### config.mk
export PLATFORM = sky130hd
export DESIGN_NAME = shared_reg_arb
export DESIGN_NICKNAME = d
export VERILOG_FILES = /design/src/rtl/shared_reg_arb_pkg.sv /design/src/rtl/shared_reg_arb_rr_pick.sv /design/src/rtl/shared_reg_arb.sv
export SDC_FILE = /design/constraint.sdc
export NUM_CORES = 1
export LEC_CHECK = 0
export ABC_CLOCK_PERIOD_IN_PS = 9300
export CAP_MARGIN = 20
export CELL_PAD_IN_SITES_DETAIL_PLACEMENT = 0
export CELL_PAD_IN_SITES_GLOBAL_PLACEMENT = 2
export CORE_MARGIN = 1
export CORE_UTILIZATION = 27
export DETAILED_ROUTE_END_ITERATION = 12
export PLACE_DENSITY = 0.95
export SYNTH_ARGS = -nofsm -noshare
export SYNTH_HDL_FRONTEND = slang
export SYNTH_SLANG_ARGS = --single-unit
export TNS_END_PERCENT = 1
### constraint.sdc
create_clock -name clk -period 9.3 [get_ports clk]
set_input_delay 1.86 -clock clk [delete_from_list [all_inputs] [get_ports clk]]
set_output_delay 1.86 -clock clk [all_outputs]
set_load 0.05 [all_outputs]
### src/rtl/shared_reg_arb_pkg.sv
// Shared definitions for the shared_reg_arb block: arbiter state encoding
// and the helper that sizes requester id fields.
package shared_reg_arb_pkg;

  typedef enum logic [0:0] {
    ST_IDLE   = 1'b0,
    ST_LOCKED = 1'b1
  } state_e;

  // Width of a requester id; never narrower than one bit.
  function automatic int id_w(input int n);
    return (n > 1) ? $clog2(n) : 1;
  endfunction

endpackage

### src/rtl/shared_reg_arb_rr_pick.sv
// Combinational round-robin picker: grants the first asserted request at or
// after i_ptr, wrapping from NREQ-1 back to 0. Returns one-hot and binary forms.
module rr_pick #(
  parameter int NREQ = 4,
  parameter int IDW  = 2
) (
  input  logic [NREQ-1:0] i_req,
  input  logic [IDW-1:0]  i_ptr,
  output logic [NREQ-1:0] o_gnt,
  output logic [IDW-1:0]  o_idx
);

  logic [IDW-1:0] w_j;
  logic           w_found;

  // Scan NREQ positions starting at the pointer; the first hit wins.
  always_comb begin
    o_gnt   = '0;
    o_idx   = '0;
    w_found = 1'b0;
    w_j     = '0;
    for (int k = 0; k < NREQ; k++) begin
      w_j = IDW'((int'(i_ptr) + k) % NREQ);
      if (!w_found && i_req[w_j]) begin
        o_gnt[w_j] = 1'b1;
        o_idx      = w_j;
        w_found    = 1'b1;
      end
    end
  end

endmodule

### src/rtl/shared_reg_arb.sv
// shared_reg_arb: round-robin arbitration of NREQ requesters onto a single
// WIDTH-bit register. Each granted transaction reads or writes the register
// and produces a registered one-cycle response tagged with the requester id.
// Optional feature macro SHARED_REG_ARB_LOCK_EN adds req_lock, the LOCKED
// state and the LOCK_MAX idle timeout; without it locked is tied low.
module shared_reg_arb
  import shared_reg_arb_pkg::*;
#(
  parameter int               NREQ      = 4,
  parameter int               WIDTH     = 8,
  parameter logic [WIDTH-1:0] RESET_VAL = '0,
  parameter int               LOCK_MAX  = 8
) (
  input  logic                      clk,
  input  logic                      rstn,
  input  logic [NREQ-1:0]           req_valid,
  input  logic [NREQ-1:0]           req_we,
  input  logic [NREQ*WIDTH-1:0]     req_wdata,
`ifdef SHARED_REG_ARB_LOCK_EN
  input  logic [NREQ-1:0]           req_lock,
`endif
  output logic [NREQ-1:0]           req_ready,
  output logic                      rsp_valid,
  output logic [id_w(NREQ)-1:0]     rsp_id,
  output logic [WIDTH-1:0]          rsp_data,
  output logic [WIDTH-1:0]          reg_q,
  output logic                      locked
);

  localparam int IDW = id_w(NREQ);

  if (NREQ < 2 || NREQ > 16 || LOCK_MAX < 1) begin : g_bad_param
    $error("shared_reg_arb: NREQ must be 2..16 and LOCK_MAX >= 1");
  end

  logic [WIDTH-1:0] w_wdata [NREQ];
  logic [NREQ-1:0]  w_pick_req;
  logic [IDW-1:0]   w_pick_ptr;
  logic [NREQ-1:0]  w_gnt;
  logic [IDW-1:0]   w_idx;
  logic             w_hs;
  logic [WIDTH-1:0] w_newval;
  logic [IDW-1:0]   w_ptr_nxt;

  logic [IDW-1:0]   r_ptr;
  logic [WIDTH-1:0] r_reg;
  logic             r_rsp_valid;
  logic [IDW-1:0]   r_rsp_id;
  logic [WIDTH-1:0] r_rsp_data;

  for (genvar g = 0; g < NREQ; g++) begin : g_unpack
    assign w_wdata[g] = req_wdata[g*WIDTH +: WIDTH];
  end

`ifdef SHARED_REG_ARB_LOCK_EN
  localparam int CW = (LOCK_MAX > 1) ? $clog2(LOCK_MAX) : 1;

  state_e         r_state, w_state_nxt;
  logic [IDW-1:0] r_owner, w_owner_nxt;
  logic [CW-1:0]  r_cnt,   w_cnt_nxt;

  // While locked, only the owner's request reaches the picker.
  always_comb begin
    w_pick_req = req_valid;
    w_pick_ptr = r_ptr;
    if (r_state == ST_LOCKED) begin
      w_pick_req          = '0;
      w_pick_req[r_owner] = req_valid[r_owner];
      w_pick_ptr          = r_owner;
    end
  end

  // Lock FSM state, owner and idle counter.
  always_ff @(posedge clk or negedge rstn) begin
    if (!rstn) begin
      r_state <= ST_IDLE;
      r_owner <= '0;
      r_cnt   <= '0;
    end else begin
      r_state <= w_state_nxt;
      r_owner <= w_owner_nxt;
      r_cnt   <= w_cnt_nxt;
    end
  end

  // Lock entry on a locking handshake, release on an unlocking owner
  // handshake or after LOCK_MAX idle cycles.
  always_comb begin
    w_state_nxt = r_state;
    w_owner_nxt = r_owner;
    w_cnt_nxt   = r_cnt;
    case (r_state)
      ST_IDLE: begin
        if (w_hs && req_lock[w_idx]) begin
          w_state_nxt = ST_LOCKED;
          w_owner_nxt = w_idx;
          w_cnt_nxt   = '0;
        end
      end
      ST_LOCKED: begin
        if (w_hs) begin
          w_cnt_nxt = '0;
          if (!req_lock[w_idx]) w_state_nxt = ST_IDLE;
        end else if (r_cnt == CW'(LOCK_MAX - 1)) begin
          w_state_nxt = ST_IDLE;
          w_cnt_nxt   = '0;
        end else begin
          w_cnt_nxt = r_cnt + 1'b1;
        end
      end
      default: w_state_nxt = ST_IDLE;
    endcase
  end

  assign locked = (r_state == ST_LOCKED);
`else
  assign w_pick_req = req_valid;
  assign w_pick_ptr = r_ptr;
  assign locked     = 1'b0;
`endif

  rr_pick #(
    .NREQ (NREQ),
    .IDW  (IDW)
  ) u_pick (
    .i_req (w_pick_req),
    .i_ptr (w_pick_ptr),
    .o_gnt (w_gnt),
    .o_idx (w_idx)
  );

  assign req_ready = w_gnt;
  assign w_hs      = |w_gnt;
  assign w_newval  = req_we[w_idx] ? w_wdata[w_idx] : r_reg;
  assign w_ptr_nxt = (w_idx == IDW'(NREQ - 1)) ? '0 : w_idx + 1'b1;

  // Shared register and round-robin pointer update on each handshake.
  always_ff @(posedge clk or negedge rstn) begin
    if (!rstn) begin
      r_reg <= RESET_VAL;
      r_ptr <= '0;
    end else if (w_hs) begin
      r_reg <= w_newval;
      r_ptr <= w_ptr_nxt;
    end
  end

  // One-cycle response carrying the id and the post-transaction value.
  always_ff @(posedge clk or negedge rstn) begin
    if (!rstn) begin
      r_rsp_valid <= 1'b0;
      r_rsp_id    <= '0;
      r_rsp_data  <= '0;
    end else begin
      r_rsp_valid <= w_hs;
      if (w_hs) begin
        r_rsp_id   <= w_idx;
        r_rsp_data <= w_newval;
      end
    end
  end

  assign rsp_valid = r_rsp_valid;
  assign rsp_id    = r_rsp_id;
  assign rsp_data  = r_rsp_data;
  assign reg_q     = r_reg;

endmodule

==> results of run 1 <==
-- registers in the layout (all words and copies together), names as in the netlist --
name,cells
r_ptr,2
reg_q,8
rsp_id,2
rsp_valid,1
-- final cells by class --
| class | instances | area (µm²) | area share |
|---|---|---|---|
| clock buffer | 4 | 45.0 | 0.0214 |
| multi-input combinational | 106 | 977 | 0.465 |
| inverter | 7 | 26.3 | 0.0125 |
| timing repair buffer | 64 | 641 | 0.305 |
| sequential | 13 | 325 | 0.155 |
| tap | 70 | 87.6 | 0.0417 |
-- routing by layer --
metal | vias to the layer above | wire [µm]
met5 | - | 0
met4 | 0 | 31
met3 | 2 | 183
met2 | 42 | 1600
met1 | 549 | 1330
li1 | 607 | -
-- cells in the mapped netlist, types with 2 or more instances --
master / count
sky130_fd_sc_hd__mux2i_1: 26
sky130_fd_sc_hd__buf_4: 13
sky130_fd_sc_hd__nand2b_1: 4
sky130_fd_sc_hd__nand2_1: 11
sky130_fd_sc_hd__a22o_1: 3
sky130_fd_sc_hd__buf_6: 5
sky130_fd_sc_hd__nor3_1: 3
sky130_fd_sc_hd__nor2_1: 4
sky130_fd_sc_hd__mux4_2: 3
sky130_fd_sc_hd__nand3b_1: 2
sky130_fd_sc_hd__mux2_4: 8
sky130_fd_sc_hd__dfrtp_1: 13
sky130_fd_sc_hd__o21ai_0: 3
sky130_fd_sc_hd__a21oi_1: 7
sky130_fd_sc_hd__a21o_2: 2
sky130_fd_sc_hd__mux2_2: 4
sky130_fd_sc_hd__inv_1: 6
sky130_fd_sc_hd__ha_1: 6
-- per-stage QoR --
stage                     hold slack [ns]  area (µm²)
final                               0.492        2100
after global routing                0.513        2100
after CTS                           0.498        2100
after detailed placement            0.486        2060
after global placement              0.471        2060
after floorplan                     0.736        1490
-- how the worst max path moves through the flow --
stage	startpoint	to	slack, ns	depth (start not counted)
final	req_valid[2]	req_ready[0]	2.97	7
after CTS	req_valid[2]	req_ready[0]	2.96	7
after global placement	req_valid[2]	req_ready[0]	3.03	7
after detailed placement	req_valid[2]	req_ready[0]	2.97	7
after floorplan	req_valid[0]	req_ready[0]	4.11	6
after global routing	req_valid[2]	req_ready[0]	2.88	7
-- worst max-delay path, delay by kind of cell --
family          cells  cell delay, ns
simple gates        1            0.14
buf+inv             2            1.37
compound gates      3            0.45
mux                 1            0.64
-- placed cells by master (no fill, tap or decap), types with 2 or more instances in the layout --
cell                              netlist  final
sky130_fd_sc_hd__nor2_1                 4      4
sky130_fd_sc_hd__ha_1                   6      6
sky130_fd_sc_hd__a21o_2                 2      2
sky130_fd_sc_hd__o21ai_0                3      3
sky130_fd_sc_hd__nor3_1                 3      3
sky130_fd_sc_hd__clkdlybuf4s50_1        0     64
sky130_fd_sc_hd__mux2_4                 8      8
sky130_fd_sc_hd__nand3b_1               2      2
sky130_fd_sc_hd__inv_1                  6      6
sky130_fd_sc_hd__a22o_1                 3      3
sky130_fd_sc_hd__mux2_2                 4      4
sky130_fd_sc_hd__dfrtp_1               13     13
sky130_fd_sc_hd__mux2i_1               26     26
sky130_fd_sc_hd__clkbuf_8               0      3
sky130_fd_sc_hd__nand2b_1               4      4
sky130_fd_sc_hd__nand2_1               11     11
sky130_fd_sc_hd__mux4_2                 3      3
sky130_fd_sc_hd__a21oi_1                7      7
-- kinds of logic (layout without fill, tap and decap cells) --
logic type	after synthesis	after routing	synth area share
xor+xnor	1	1	0.00589
compound gates	27	27	0.145
simple gates	30	30	0.122
buf+inv	26	75	0.124
mux	41	41	0.331
fa+ha+maj	6	6	0.0505
flops	13	13	0.219
other cells	1	1	0.00252
==> run summary, run 1 <==
Layer with the highest usage = met2
Worst slew pin tran = 0.837 ns
ANT cells = 0
Chip Width = 76.2 µm
DIE HEIGHT = 76.2 µm
Detailed-route DRC error count = 0
Run status = finished, final reports clean
Latest clock arrival within the worst-skew pair = 0.24 ns
Count of flip-flops with a built-in enable after synthesis = 0
Global-route met3 utilization = 0.0275
Area of the die = 5810 µm²
Maximum frequency from static timing analysis = 0.158 GHz
I/O Pins = 66
Number of nets at the end of the flow = 243
Number of warning messages in the yosys log = 0
Detailed-routing iteration count for the pre-antenna-repair pass = 4
Number of max-slew violations in the final report = 0
Setup repair after global routing missed its margin = false
Routed Antenna Nets = 0
Worst Path Max Fanout = 10
Final setup skew = 0.00122 ns
Final period utilization = 0.681
Required time of the critical path = 7.44 ns
FF+latch count, synth = 13
WL final = 3150 µm
Fraction of synthesis flops using an asynchronous set or reset pin = 1.00
Number of vias in the routed layout = 1200
Max stage delay on crit path = 0.79 ns
End of the worst register-to-register path = reg_q[2]
Global routing met1 resource utilization = 0.124
Critical path's most frequent cell = sky130_fd_sc_hd__clkdlybuf4s50_1
Final Util = 0.404
Cell-by-cell listing of the critical path = clkdlybuf4s50_1 -> mux4_2 -> nor2b_4 -> a22oi_1 -> o21ai_1 -> a21o_1 -> clkdlybuf4s50_1
Number of levels the H-tree was split into = 1
Number of setup violations in the final report = 0
Kind of end point of the critical path = output port
Per-cell routed wire length = 11.9 µm
Count of input and output buffers = 64
Min setup slack post-route = 2.97 ns
Antenna violations before repair = 0
Placed Instances = 260
Layout cell share with drive strength beyond 1 = 0.160
Overflow left after global routing = 0
Arrival time at the worst endpoint = 4.47 ns
Clk slew on worst S/H paths = 0.05 ns
Portion of synthesized cell area occupied by the leading cell type = 0.219
Startpoint of the most critical register-to-register path = r_ptr[0]
Root buffer cell = sky130_fd_sc_hd__clkbuf_8
End point of the most critical hold path = rsp_id[0]
Biggest area consumer among synthesized cells = sky130_fd_sc_hd__dfrtp_1
Buffer count from post-CTS setup fixing = 0
Path type of the worst min-delay path = flop to flop
Post-synthesis area per instance = 10.3 µm²
Half-perimeter wire length of the detailed placement result = 2460 µm
Max-cap violations = 0
Iteration-0 DRC count of the detailed router = 76
Placer congestion estimate = 0.718
Count of cells along the worst hold path = 1
GRT Total Usage = 0.107
Reg2Reg Setup Slack = 5.37 ns
Cell count of the worst reg-to-reg path = 8
CTS buffer count = 3
Clock tree from TritonCTS = built
Number of clock sinks = 13
Core Rows = 26
P&R area growth vs syn = 41.3%
Net Count, Synth = 193
Cell types with the largest area share after synthesis = sky130_fd_sc_hd__dfrtp_1, sky130_fd_sc_hd__mux2i_1, sky130_fd_sc_hd__mux2_4
Clock period minus worst slack = 6.33 ns
Filler Cell Count = 547
Crit Path Class = primary input to output port
Total of cells resized after clock tree synthesis = 0
Starting density of the core = 0.286
Worst rel slew slack = 0.442
Core region area = 5200 µm²
Highest-delay cell along the critical path = sky130_fd_sc_hd__clkdlybuf4s50_1
Number of global-route vias before repair = 1071
Leading register cell type out of synthesis = sky130_fd_sc_hd__dfrtp_1
Sequential-to-total area share from yosys stat = 0.219
Synthesized netlist cell count = 145
Final-report hold violation count = 0
Average vias per placed instance = 4.55
Mapped Area = 1490 µm²
Critical Path Source Type = primary input
Count of different cell masters after synthesis = 40
Cell Count, Final, Fillers Out = 264
Number of hold buffers added after CTS = 0
Hold path start = rsp_id[0]
Met2 Resource Use GR = 0.192
Clock Path Buffers = 2
Sum of negative setup slack = 0 ns
Minimum setup slack after placement = 2.97 ns
First-pass GRT wire length = 4970 µm
Pin count of the biggest net entering global routing = 21
Power of run 1 is left out: the tool's default activity adds up to more than one toggle a clock period on the data nets, which glitch-free logic cannot reach.
==> inputs of run 2 (changes only) <==
Settings changed: ABC_CLOCK_PERIOD_IN_PS 9300 to 5500, CORE_UTILIZATION 27 to 22, PLACE_DENSITY 0.95 to 0.84.
Clock period 9.3 ns to 5.5 ns, I/O delays scaled along.
==> run summary, run 2 (synthesis gave the netlist of run 1 again) <==
Number of clock sinks = 13 (unchanged)
Total of cells resized after clock tree synthesis = 0 (unchanged)
Highest-delay cell along the critical path = sky130_fd_sc_hd__clkdlybuf4s50_1 (unchanged)
Number of flip-flops under the largest register name = 8 (unchanged)
P&R area growth vs syn = 42.4% (was 41.3%)
Per-cell routed wire length = 12.4 µm (was 11.9 µm)
Crit Path Class = primary input to output port (unchanged)
Count of cells along the worst hold path = 1 (unchanged)
Worst rel slew slack = 0.416 (was 0.442)
Number of global-route vias before repair = 1183 (was 1071)
Setup repair after global routing missed its margin = false (unchanged)
Maximum frequency from static timing analysis = 0.208 GHz
Half-perimeter wire length of the detailed placement result = 2620 µm (was 2460 µm)
Final period utilization = 0.873
ANT cells = 0 (unchanged)
I/O Pins = 66 (unchanged)
Reg2Reg Setup Slack = 1.56 ns (was 5.37 ns)
Worst slew pin tran = 0.876 ns (was 0.837 ns)
Count of input and output buffers = 64 (unchanged)
Number of setup violations in the final report = 0 (unchanged)
Kind of end point of the critical path = output port (unchanged)
Area of combinational cells with multiple inputs = 977 µm² (unchanged)
CTS buffer count = 3 (unchanged)
DIE HEIGHT = 84.2 µm (was 76.2 µm)
Number of hold buffers added after CTS = 0 (unchanged)
Commonest non-fill, non-tap cell in the layout = sky130_fd_sc_hd__clkdlybuf4s50_1 (unchanged)
Sum of negative setup slack = 0 ns (unchanged)
Max stage delay on crit path = 0.80 ns (was 0.79 ns)
Antenna violations before repair = 0 (unchanged)
Critical Path Source Type = primary input (unchanged)
Number of max-slew violations in the final report = 0 (unchanged)
Overflow left after global routing = 0 (unchanged)
Clock period minus worst slack = 4.80 ns
Hold path start = rsp_id[0] (unchanged)
Layout cell share with drive strength beyond 1 = 0.164 (was 0.160)
Core Rows = 29 (was 26)
Top library cells by usage in the layout, fill and taps aside = sky130_fd_sc_hd__clkdlybuf4s50_1, sky130_fd_sc_hd__mux2i_1, sky130_fd_sc_hd__dfrtp_1, sky130_fd_sc_hd__nand2_1, sky130_fd_sc_hd__mux2_4 (unchanged)
Starting density of the core = 0.232 (was 0.286)
Cell family contributing the most delay on the critical path = buffers and inverters (unchanged)
Pin count of the biggest net entering global routing = 19 (was 21)
End of the worst register-to-register path = reg_q[6] (was reg_q[2])
Chip Width = 84.2 µm (was 76.2 µm)
Area of the die = 7090 µm² (was 5810 µm²)
Violations in the final reports = DRC
Final-report hold violation count = 0 (unchanged)
Core region area = 6420 µm² (was 5200 µm²)
Detailed-routing iteration count for the pre-antenna-repair pass = 8 (was 4)
Routed Antenna Nets = 0 (unchanged)
Latest clock arrival within the worst-skew pair = 0.24 ns (about the same)
First-pass GRT wire length = 5730 µm (was 4970 µm)
Average vias per placed instance = 4.53 (was 4.55)
Iteration-0 DRC count of the detailed router = 62 (was 76)
Final setup skew = 0.00485 ns (was 0.00122 ns)
Detailed-route DRC error count = 2 (was 0)
Max-cap violations = 0 (unchanged)
Root buffer cell = sky130_fd_sc_hd__clkbuf_8 (unchanged)
Crit path buf inv count = 2 (unchanged)
Worst Path Max Fanout = 10 (unchanged)
Sequential Area = 325 µm² (unchanged)
Buffer count from post-CTS setup fixing = 0 (unchanged)
Number of vias in the routed layout = 1231 (was 1200)
Cell-by-cell listing of the critical path = clkdlybuf4s50_1 -> mux4_2 -> nor2b_4 -> a22oi_1 -> o21ai_1 -> a21o_1 -> clkdlybuf4s50_1 (unchanged)
Filler Cell Count = 668 (was 547)
Required time of the critical path = 4.40 ns (was 7.44 ns)
Cell count of the worst reg-to-reg path = 8 (unchanged)
Number of levels the H-tree was split into = 1 (unchanged)
Run status = complete, but fails checks (was finished, final reports clean)
Clock tree from TritonCTS = built (unchanged)
Path type of the worst min-delay path = flop to flop (unchanged)
Placer congestion estimate = 0.706 (was 0.718)
Clock Path Buffers = 2 (unchanged)
Critical path's most frequent cell = sky130_fd_sc_hd__clkdlybuf4s50_1 (unchanged)
Startpoint of the most critical register-to-register path = r_ptr[0] (unchanged)
Arrival time at the worst endpoint = 3.70 ns (was 4.47 ns)
GRT Total Usage = 0.0971 (was 0.107)
End point of the most critical hold path = rsp_id[0] (unchanged)
Clk slew on worst S/H paths = 0.06 ns (was 0.05 ns)
WL final = 3380 µm (was 3150 µm)
Number of nets at the end of the flow = 244 (was 243)
[run 2: changes by cell type in the layout (fill, tap and decap cells not counted), sizes merged]
cell,before,now
buf,0,1
[run 2: worst max-delay path by stage]
stage | from | end | depth (start not counted)
finish | req_valid[2] | req_ready[0] | 7
global route | req_valid[0] | req_ready[2] | 7
CTS | req_valid[3] | req_ready[0] | 7
detailed placement | req_valid[3] | req_ready[0] | 7
global placement | req_valid[3] | req_ready[0] | 7
floorplan | req_valid[0] | req_ready[0] | 6
[run 2: stage by stage]
stage	util	hold WS [ns]	setup slack [ns]	instance area, µm²	std cells
after floorplan	-	0.736	1.83	1490	145
after CTS	0.330	0.498	0.697	2120	272
final	0.330	0.490	0.700	2120	272
after detailed placement	0.323	0.484	0.701	2070	268
after global routing	0.330	0.509	0.528	2120	272
after global placement	0.323	0.472	0.745	2070	268
[run 2: metal layers]
metal  GRT usage  wire (µm)  vias to the layer above
met4      0.0235         28                        0
met5           0          0                        -
li1            -          -                      612
met3      0.0118        160                        2
met1       0.125       1540                      580
met2       0.172       1650                       37
[run 2: area by class of cell]
type                    count  share of cell area
flip-flops and latches     13               0.154
inverters                   7              0.0124
clock buffers               4              0.0213
well taps                  77              0.0455
repair buffers             65               0.306
multi-input cells         106               0.461
Power of run 2 is left out for the same reason.
